===== config.mk =====
export PLATFORM = sky130hd
export DESIGN_NAME = key_scan_multi_flat
export DESIGN_NICKNAME = d
export VERILOG_FILES = /design/src/rtl/key_scan_multi_pkg.sv /design/src/rtl/key_scan_multi_if.sv /design/src/rtl/key_scan_multi_channel.sv /design/src/rtl/key_scan_multi.sv /design/src/flat_wrapper.sv
export SDC_FILE = /design/constraint.sdc
export NUM_CORES = 1
export LEC_CHECK = 0
export BUFFER_PORTS_ARGS = -buffer_cell sky130_fd_sc_hd__clkbuf_2
export CAP_MARGIN = 30
export CORE_MARGIN = 1.5
export CORE_UTILIZATION = 45
export DETAILED_ROUTE_END_ITERATION = 10
export PLACE_DENSITY = 0.56
export SYNTH_ARGS = -nofsm -noshare
export SYNTH_HDL_FRONTEND = slang
export SYNTH_SLANG_ARGS = --single-unit

===== constraint.sdc =====
create_clock -name clk -period 6.25 [get_ports clk]
set_input_delay 0.9375 -clock clk [delete_from_list [all_inputs] [get_ports clk]]
set_output_delay 0.9375 -clock clk [all_outputs]
set_load 0.01 [all_outputs]

===== src/rtl/key_scan_multi_pkg.sv =====
// Shared types and elaboration-time helpers for the multi-channel key processor.
package key_pkg;

   typedef enum logic [2:0] {
      IDLE      = 3'd0,
      DB_PRESS  = 3'd1,
      HELD      = 3'd2,
      LONG_HELD = 3'd3,
      DB_REL    = 3'd4
   } key_st_t;

   function automatic int unsigned ms_to_cyc(input int unsigned ms, input int unsigned hz);
      return ms * (hz / 1000);
   endfunction

   // A zero maximum still needs a 1-bit counter to keep declarations legal.
   function automatic int cnt_width(input int unsigned max_val);
      return (max_val < 1) ? 1 : $clog2(max_val + 1);
   endfunction

endpackage


===== src/rtl/key_scan_multi_if.sv =====
// Key bundle between the board pins / consumers and the key processor.
interface key_scan_multi_if #(
   parameter int N_KEYS = 4
);
   logic [N_KEYS-1:0] in_key;
   logic [N_KEYS-1:0] key_state;
   logic [N_KEYS-1:0] out_key_short;
   logic [N_KEYS-1:0] out_key_long;
   logic [N_KEYS-1:0] out_key_repeat;

   modport master (
      output in_key,
      input  key_state,
      input  out_key_short,
      input  out_key_long,
      input  out_key_repeat
   );

   modport slave (
      input  in_key,
      output key_state,
      output out_key_short,
      output out_key_long,
      output out_key_repeat
   );
endinterface


===== src/rtl/key_scan_multi_channel.sv =====
// One key channel: 2-flop synchroniser, debounce/hold FSM and short/long/repeat pulses.
module key_channel
   import key_pkg::*;
#(
   parameter int unsigned DB_CYC   = 500_000,
   parameter int unsigned LONG_CYC = 25_000_000,
   parameter int unsigned REP_CYC  = 5_000_000
) (
   input  logic clk,
   input  logic rst_n,
   input  logic i_key,
   output logic o_state,
   output logic o_short,
   output logic o_long,
   output logic o_repeat
);

   localparam int DBW = cnt_width(DB_CYC);
   localparam int HW  = cnt_width(LONG_CYC);
   localparam int RW  = cnt_width(REP_CYC);

   localparam logic [DBW-1:0] DB_MAX    = DBW'(DB_CYC);
   localparam logic [HW-1:0]  LONG_LAST = HW'(LONG_CYC - 1);
   localparam logic [RW-1:0]  REP_LAST  = RW'((REP_CYC > 0) ? REP_CYC - 1 : 0);
   localparam bit             REP_EN    = (REP_CYC > 0);

   localparam logic [2:0] ST_IDLE      = IDLE;
   localparam logic [2:0] ST_DB_PRESS  = DB_PRESS;
   localparam logic [2:0] ST_HELD      = HELD;
   localparam logic [2:0] ST_LONG_HELD = LONG_HELD;
   localparam logic [2:0] ST_DB_REL    = DB_REL;

   logic           r_sync_p0;
   logic           r_sync_p1;
   logic [2:0]     r_state;
   logic           r_org_long;
   logic [DBW-1:0] r_cnt;
   logic [HW-1:0]  r_hold;
   logic [RW-1:0]  r_rep;
   logic           r_key_state;
   logic           r_short;
   logic           r_long;
   logic           r_repeat;

   logic w_s;
   logic w_long_tick;
   logic w_rep_tick;
   logic w_rel_done;

   assign w_s         = r_sync_p1;
   assign w_long_tick = (r_hold == LONG_LAST);
   assign w_rep_tick  = REP_EN && (r_rep == REP_LAST);
   assign w_rel_done  = !w_s && (r_cnt == DB_MAX);

   always_ff @(posedge clk or negedge rst_n) begin
      if (!rst_n) begin
         r_sync_p0   <= 1'b0;
         r_sync_p1   <= 1'b0;
         r_state     <= ST_IDLE;
         r_org_long  <= 1'b0;
         r_cnt       <= '0;
         r_hold      <= '0;
         r_rep       <= '0;
         r_key_state <= 1'b0;
         r_short     <= 1'b0;
         r_long      <= 1'b0;
         r_repeat    <= 1'b0;
      end else begin
         // synchroniser stage boundary: p0 -> p1 feeds the FSM
         r_sync_p0 <= i_key;
         r_sync_p1 <= r_sync_p0;
         r_short   <= 1'b0;
         r_long    <= 1'b0;
         r_repeat  <= 1'b0;

         case (r_state)
            ST_IDLE: begin
               if (w_s) begin
                  r_state <= ST_DB_PRESS;
                  r_cnt   <= DBW'(1);
               end
            end

            ST_DB_PRESS: begin
               if (!w_s) begin
                  r_state <= ST_IDLE;
                  r_cnt   <= '0;
               end else if (r_cnt == DB_MAX) begin
                  r_state     <= ST_HELD;
                  r_key_state <= 1'b1;
                  r_hold      <= '0;
                  r_cnt       <= '0;
               end else begin
                  r_cnt <= r_cnt + 1'b1;
               end
            end

            ST_HELD: begin
               r_hold <= r_hold + 1'b1;
               if (w_long_tick) begin
                  r_long <= 1'b1;
                  r_rep  <= '0;
               end
               if (!w_s) begin
                  r_state    <= ST_DB_REL;
                  r_org_long <= w_long_tick;
                  r_cnt      <= DBW'(1);
               end else begin
                  r_state <= w_long_tick ? ST_LONG_HELD : ST_HELD;
                  r_cnt   <= '0;
               end
            end

            ST_LONG_HELD: begin
               if (REP_EN) begin
                  r_repeat <= w_rep_tick;
                  r_rep    <= w_rep_tick ? '0 : r_rep + 1'b1;
               end
               if (!w_s) begin
                  r_state    <= ST_DB_REL;
                  r_org_long <= 1'b1;
                  r_cnt      <= DBW'(1);
               end else begin
                  r_cnt <= '0;
               end
            end

            ST_DB_REL: begin
               // A completing release swallows any long/repeat tick of the same cycle.
               if (w_rel_done) begin
                  r_state     <= ST_IDLE;
                  r_key_state <= 1'b0;
                  r_short     <= !r_org_long;
                  r_cnt       <= '0;
               end else begin
                  if (!r_org_long) begin
                     r_hold <= r_hold + 1'b1;
                     if (w_long_tick) begin
                        r_long     <= 1'b1;
                        r_org_long <= 1'b1;
                        r_rep      <= '0;
                     end
                  end else if (REP_EN) begin
                     r_repeat <= w_rep_tick;
                     r_rep    <= w_rep_tick ? '0 : r_rep + 1'b1;
                  end
                  if (w_s) begin
                     r_state <= (r_org_long || w_long_tick) ? ST_LONG_HELD : ST_HELD;
                     r_cnt   <= '0;
                  end else begin
                     r_cnt <= r_cnt + 1'b1;
                  end
               end
            end

            default: r_state <= ST_IDLE;
         endcase
      end
   end

   assign o_state  = r_key_state;
   assign o_short  = r_short;
   assign o_long   = r_long;
   assign o_repeat = r_repeat;

endmodule


===== src/rtl/key_scan_multi.sv =====
// N independent push-button channels: polarity fix-up, then per-channel debounce and event classification.
module key_scan_multi
   import key_pkg::*;
#(
   parameter int          N_KEYS      = 4,
   parameter int unsigned IN_C_HZ     = 50_000_000,
   parameter int unsigned DEBOUNCE_MS = 10,
   parameter int unsigned LONG_MS     = 500,
   parameter int unsigned REPEAT_MS   = 100,
   parameter bit          ACTIVE_LOW  = 1'b0
) (
   input  logic              clk,
   input  logic              rst_n,
   key_scan_multi_if.slave   bus
);

   localparam int unsigned DB_CYC   = ms_to_cyc(DEBOUNCE_MS, IN_C_HZ);
   localparam int unsigned LONG_CYC = ms_to_cyc(LONG_MS, IN_C_HZ);
   localparam int unsigned REP_CYC  = ms_to_cyc(REPEAT_MS, IN_C_HZ);

   logic [N_KEYS-1:0] w_key;
   logic [N_KEYS-1:0] w_state;
   logic [N_KEYS-1:0] w_short;
   logic [N_KEYS-1:0] w_long;
   logic [N_KEYS-1:0] w_repeat;

   // Inversion sits ahead of the synchroniser so its reset level means "released".
   assign w_key = ACTIVE_LOW ? ~bus.in_key : bus.in_key;

   for (genvar g = 0; g < N_KEYS; g++) begin : g_ch
      key_channel #(
         .DB_CYC   (DB_CYC),
         .LONG_CYC (LONG_CYC),
         .REP_CYC  (REP_CYC)
      ) u_ch (
         .clk      (clk),
         .rst_n    (rst_n),
         .i_key    (w_key[g]),
         .o_state  (w_state[g]),
         .o_short  (w_short[g]),
         .o_long   (w_long[g]),
         .o_repeat (w_repeat[g])
      );
   end

   assign bus.key_state      = w_state;
   assign bus.out_key_short  = w_short;
   assign bus.out_key_long   = w_long;
   assign bus.out_key_repeat = w_repeat;

endmodule

===== src/flat_wrapper.sv =====
// flat-port wrapper written by rule: the top's interface ports become plain ports
module key_scan_multi_flat import key_pkg::*;
#(
   parameter int          N_KEYS      = 4,
   parameter int unsigned IN_C_HZ     = 50_000_000,
   parameter int unsigned DEBOUNCE_MS = 10,
   parameter int unsigned LONG_MS     = 500,
   parameter int unsigned REPEAT_MS   = 100,
   parameter bit          ACTIVE_LOW  = 1'b0
)
  (clk, rst_n, bus_in_key, bus_key_state, bus_out_key_short, bus_out_key_long, bus_out_key_repeat);
  key_scan_multi_if #(.N_KEYS(N_KEYS)) bus_i ();
  input  logic clk;
  input  logic rst_n;
  input wire logic [$bits(bus_i.in_key)-1:0] bus_in_key;
  output wire logic [$bits(bus_i.key_state)-1:0] bus_key_state;
  output wire logic [$bits(bus_i.out_key_short)-1:0] bus_out_key_short;
  output wire logic [$bits(bus_i.out_key_long)-1:0] bus_out_key_long;
  output wire logic [$bits(bus_i.out_key_repeat)-1:0] bus_out_key_repeat;
  assign bus_i.in_key = bus_in_key;
  assign bus_key_state = bus_i.key_state;
  assign bus_out_key_short = bus_i.out_key_short;
  assign bus_out_key_long = bus_i.out_key_long;
  assign bus_out_key_repeat = bus_i.out_key_repeat;
  key_scan_multi #(.N_KEYS(N_KEYS), .IN_C_HZ(IN_C_HZ), .DEBOUNCE_MS(DEBOUNCE_MS), .LONG_MS(LONG_MS), .REPEAT_MS(REPEAT_MS), .ACTIVE_LOW(ACTIVE_LOW)) u_core (.clk(clk), .rst_n(rst_n), .bus(bus_i));
endmodule

* Word-level counts from Yosys, hierarchy flattened
Index checks and enable logic that the tools add are counted.
** Storage, ports and cells
- Register bits after elaboration :: 308
- Bits in latches :: 0
- Bits in writable memories :: 0
- ROM bits :: 0
- Input bits :: 6
- Output and inout port bits :: 16
- Word-level logic and storage cells :: 368
- Memories :: 0
** Cells by class
- Add/sub/neg operators :: 12
- Multipliers :: 0
- Div/mod/pow operators :: 0
- Magnitude comparators :: 0
- Equality and inequality tests :: 68
- Shift-type cells :: 0
- Multiplexer cells :: 180
- Bitwise operators :: 0
- Reductions and logical operators :: 64
** Operators by type and width (count)
- $mux W25 :: 16
- $mux W19 :: 20
- $mux W23 :: 16
- $pmux W19 S4 :: 4
- $pmux W25 S3 :: 4
- $pmux W23 S3 :: 4
- $add A25 B1 Y25 const B :: 4
- $eq A25 B25 Y1 const B :: 4
- $add A23 B1 Y23 const B :: 4
- $eq A23 B23 Y1 const B :: 4
- $mux W3 :: 28
- $add A19 B1 Y19 const B :: 4
- $eq A19 B19 Y1 const B :: 4
- $mux W1 :: 68
- $ne A2 B2 Y1 const B :: 32
- $pmux W3 S5 :: 4
- $reduce_and A4 Y1 :: 12
- $eq A3 B2 Y1 const B :: 8
- $ne A3 B3 Y1 const B :: 8
- $pmux W1 S2 :: 12
- $reduce_bool A3 Y1 :: 8
- $reduce_and A5 Y1 :: 4
- $reduce_and A2 Y1 :: 8
- $reduce_bool A4 Y1 :: 4
- 9 further kinds :: 40

* Longest topological paths before layout
- Depth after elaboration :: 6
- Depth in mapped cells :: 10
- Depth with buffers taken out :: 8

* Cells and area by module
From an unflattened synthesis, not the netlist that was laid out.
** Unflattened totals
- Cells, all modules :: 2094
- Area total of the unflattened synthesis :: 18166.2 µm²
** Modules (own cells, without submodules)
- key_channel (u_core.g_ch[0].u_ch ...) :: times used 3, cells each 516, area each 4481.8 µm², seq. area each 1926.8 µm²
- key_channel (u_core.g_ch[3].u_ch) :: times used 1, cells each 546, area each 4720.8 µm², seq. area each 1926.8 µm²

* Least setup slack after synthesis
Ideal clock, no wire load.
- Path kind :: register -> register
- Start :: register u_core.g_ch[2].u_ch.r_cnt[0]
- End :: register u_core.g_ch[2].u_ch.r_hold[19]
- Setup time :: 0.130 ns
- Data arrival time :: 2.130 ns
- Data required time :: 6.120 ns
- Path slack :: 3.990 ns
- Stages on the path, launching flop included :: 10
- Path buffers :: 1
- Clock period less this slack :: 2.260 ns
- Path through :: dfrtp_1 -> inv_1 -> ha_1 -> nand4b_1 -> or3_1 -> buf_2 -> or3_4 -> a2111oi_2 -> xnor2_1 -> nor2_1
** On the way
- Longest elaborated chain between the ends :: 4
- Elaborated cells between the ends (all ways) :: 5
- Classes of those cells :: 3 x eq/ne; 2 x reduce/logical
** Ends and longest elaborated chain
- start, declared :: RTL line key_scan_multi_channel.sv:37 : logic [DBW-1:0] r_cnt;
- start signal, assigned :: RTL line key_scan_multi_channel.sv:94 : r_cnt <= r_cnt + 1'b1;
- start signal, assigned :: RTL line key_scan_multi_channel.sv:151 : r_cnt <= r_cnt + 1'b1;
- $eq A19 B19 Y1 * :: RTL line key_scan_multi_channel.sv:53, key_scan_multi_channel.sv:88
- $logic_and A1 B1 Y1 :: RTL line key_scan_multi_channel.sv:53 : assign w_rel_done = !w_s && (r_cnt == DB_MAX);
- $ne A2 B2 Y1 (no line)
- $reduce_and A5 Y1 (no line) *
- end signal, assigned :: RTL line key_scan_multi_channel.sv:99 : r_hold <= r_hold + 1'b1;
- end signal, assigned :: RTL line key_scan_multi_channel.sv:137 : r_hold <= r_hold + 1'b1;
- end, declared :: RTL line key_scan_multi_channel.sv:38 : logic [HW-1:0] r_hold;
Mark *: on every way between the ends. The rest lies on a longest branch, timed or not.
A chain may end at the register's enable or synchronous reset.

* Final worst setup path
- Start :: register u_core.g_ch[2].u_ch.r_hold[18]
- End :: register u_core.g_ch[2].u_ch.r_rep[20]
** On the way
- Longest elaborated chain between the ends :: 5
** Ends and longest elaborated chain
- $eq A25 B25 Y1 * :: RTL line key_scan_multi_channel.sv:51 : assign w_long_tick = (r_hold == LONG_LAST);
- $mux W23 *
- $mux W23 (2 in a row)
- $pmux W23 S3 *
- end signal, assigned :: RTL line key_scan_multi_channel.sv:117 : r_rep <= w_rep_tick ? '0 : r_rep + 1'b1;
- end signal, assigned :: RTL line key_scan_multi_channel.sv:145 : r_rep <= w_rep_tick ? '0 : r_rep + 1'b1;
- end, declared :: RTL line key_scan_multi_channel.sv:39 : logic [RW-1:0] r_rep;
Mark *: on every way between the ends. The rest lies on a longest branch, timed or not. The select of a mux whose other input is x is not followed.

==> results.md <==
- Status: finished clean
- Met1 GRT Util: 28.6%
- Comb pwr share: 2.9%
- Worst Tran Pin Value: 0.954 ns
- Syn_area_per_cell: 8.72 µm²
- CTS Buffer Depth: 3
- WL per Instance: 16.0 µm
- Fin. max-slew vios: 0
- Highest clock rate: 0.336 GHz
- Seq cells post-synth: 308
- Hold WC Path Type: flip-flop to flip-flop
- Max FO, Critical Path: 13
- Cells taking the most area after synthesis: dfrtp_1, o21ai_0, nor2_1, a21oi_1, nand2_1
- Initial antenna violation count: 0
- Setup TNS Final: 0 ns
- Tmin final: 2.98 ns
- H-tree depth: 2
- CTS tree: done
- Critical path class: flip-flop to flip-flop
- Vias in the first global route: 14,200
- Row count: 72
- Skew final: 0.0171 ns
- Routed wire length: 40,500 µm
- Clock share of power: 50.0%
- Post-synthesis async set-or-reset flop share: 100%
- P_sw: 970 µW
- Slew headroom: 36.2%
- DP HPWL: 26,300 µm
- Antenna Violating Nets Remaining: 0
- Port buffer count: 21
- CP startpoint kind: flip-flop
- Synth unique cells: 94
- Share of layout cells above drive strength 1: 7.81%
- Synth area leader: dfrtp_1
- Largest net degree at the start of global routing: 127
- NumNets Final: 2,008
- Die Ht: 200 µm
- Total grt overflow: 0
- Synthesized instance count: 2,009
- Unrepaired setup endpoints after global routing: false
- Synth Cell Area: 17,500 µm²
- Setup Buffers After CTS: 0
- Setup violations, final: 0
- Residual DRC: 0
- GP Congestion: 0.835
- Post-CTS Resized: 0
- Final hold vios: 0
- N_diodes: 0
- Fin crit share: 47.6%
- Max Cap Viol: 0
- First-pass GRT wire length: 69,900 µm
- Area grow syn2layout: 9.55%
- Sequential-to-total area share from yosys stat: 44.0%
- GR Util met2: 32.0%
- CTS clk-pin slew, worst paths: 0.05 ns
- GR peak layer: met2
- Flop pwr share: 47.1%
- Post-synth EDFFs: 0
- Drt pass-1 iters: 6
- Clock latency on the worst-skew pair: 0.55 ns
- Synth warn: 0
- Core box area: 38,600 µm²
- Initial Util: 45.4%
- Max IR drop VDD: 157 µV
- Starting DRT DRC Count: 1,054
- Ys flop type: dfrtp_1
- WP data arrival: 3.36 ns
- Die W: 200 µm
- Pint: 3.34 mW
- Root Buffer: clkbuf_16
- Crit. End Element: flip-flop
- Leakage Power: 7.75 nW
- Total track usage: 20.3%
- Final Power: 4.31 mW
- Via density: 5.90
- Cts hold-fix bufs: 0
- Post-synth top area share: 44.0%
- Critical Path RT: 6.63 ns
- Clock sink count: 308
- Num CTS Buffers: 38
- GR met3 Demand/Resource: 3.29%
- Full die area: 40,100 µm²
- Vias: 14,900
- Mapped Nets: 2,031
- Sw frac: 22.5%
- Pwr dens: 225 nW/µm²
- Fill cells: 3,641
- IO Count: 22
==> per-layer routing <==
metal  up-vias  share of wire, %
met2       227                45
met4         0               2.0
li1       7390                 -
met5         -                 0
met3        72               3.6
met1      7233                50
==> layout by cell type (no fill, tap or decap), types with 27 or more instances in the layout <==
| cell type | n |
|---|---|
| a21oi_1 | 127 |
| a31oi_1 | 48 |
| and3_1 | 70 |
| clkbuf_16 | 39 |
| dfrtp_1 | 308 |
| inv_1 | 49 |
| nand2_1 | 152 |
| nand3_1 | 106 |
| nand4_1 | 55 |
| nor2_1 | 216 |
| nor3_1 | 55 |
| nor4_1 | 27 |
| o21ai_0 | 212 |
| o31ai_1 | 48 |
| xnor2_1 | 48 |
==> power by group through the flow <==
stage	combinational (mW)	clock [mW]	sequential, mW
floorplan	0.0770	0	2.05
global placement	0.128	0	2.07
detailed placement	0.130	0	2.07
CTS	0.131	2.23	2.03
global route	0.149	2.29	2.03
finish	0.126	2.15	2.03
==> synthesized netlist by cell type, types with 18 or more instances <==
library cell  number
a21oi_1          127
a31oi_1           48
and2_1            22
and3_1            70
and4_1            18
buf_2             20
buf_4             19
clkbuf_1          62
dfrtp_1          308
inv_1             49
nand2_1          152
nand3_1          106
nand4_1           55
nor2_1           216
nor3_1            55
nor4_1            28
o21ai_0          215
o31ai_1           48
or3_1             25
or4_1             22
xnor2_1           48
xor2_1            20
==> worst max-delay path, cell delays in order, from the launching register on <==
cell and delay (ns):
dfrtp_1 0.41, nand4_1 0.15, or2_2 0.34, nor4_1 0.80, nor2_1 0.11, buf_4 0.22
nor2_1 0.60, a31oi_1 0.18
==> cells by family after synthesis <==
logic type | count (synthesis) | share of synthesized area [%]
AND/OR/NAND/NOR | 894 | 27.2
flip-flops | 308 | 44.0
adder cells (fa/ha/maj) | 16 | 1.14
multiplexers | 5 | 0.293
XOR/XNOR | 68 | 3.40
buffers and inverters | 156 | 4.00
AO/OA/AOI/OAI | 562 | 20.0
==> flip-flops by register name, indices dropped and copies added, names as in the netlist <==
name                         count
u_core.g_ch.u_ch.o_state         4
u_core.g_ch.u_ch.o_repeat        4
u_core.g_ch.u_ch.r_hold        100
u_core.g_ch.u_ch.r_org_long      4
u_core.g_ch.u_ch.r_sync_p0       4
u_core.g_ch.u_ch.o_short         4
u_core.g_ch.u_ch.o_long          4
u_core.g_ch.u_ch.r_state        12
u_core.g_ch.u_ch.r_cnt          76
u_core.g_ch.u_ch.r_sync_p1       4
u_core.g_ch.u_ch.r_rep          92
==> path summary, 6_finish.rpt <==
path / start / end / slack [ns] / cells after the start
setup / recovery: u_core.g_ch[2].u_ch.r_hold[18] / u_core.g_ch[2].u_ch.r_rep[20] / 3.27 / 7
hold / removal: u_core.g_ch[2].u_ch.r_sync_p0 / u_core.g_ch[2].u_ch.r_sync_p1 / 0.34 / 0
setup reg to reg: u_core.g_ch[2].u_ch.r_hold[18] / u_core.g_ch[2].u_ch.r_rep[20] / 3.27 / 7
hold reg to reg: u_core.g_ch[2].u_ch.r_sync_p0 / u_core.g_ch[2].u_ch.r_sync_p1 / 0.34 / 0
max in group asynchronous: rst_n / u_core.g_ch[1].u_ch.r_rep[21] / 4.56 / 2
min in group asynchronous: rst_n / u_core.g_ch[0].u_ch.r_rep[18] / 0.38 / 1
==> through the flow <==
| stage | utilization, % | area [µm²] | setup WS, ns | std cells | hold slack, ns |
|---|---|---|---|---|---|
| 4_1_cts | 49.8 | 19200 | 3.26 | 2528 | 0.340 |
| 3_3_place_gp | 46.6 | 18000 | 3.35 | 2462 | 0.334 |
| 5_1_grt | 49.8 | 19200 | 3.03 | 2529 | 0.353 |
| 2_1_floorplan | - | 17500 | 3.99 | 2009 | 0.331 |
| 6_report | 49.8 | 19200 | 3.27 | 2529 | 0.344 |
| 3_5_place_dp | 46.6 | 18000 | 3.26 | 2463 | 0.336 |
==> area by class of cell <==
class	count	area (µm²)	area share (%)
clock buffers	59	1150	6.00
multi-input cells	1545	9140	47.6
well taps	518	648	3.38
repair buffers	43	298	1.55
flip-flops and latches	308	7710	40.2
inverters	50	188	0.978
clock inverters	6	58.8	0.306
Note: power is estimated with default switching activity, not from simulation.
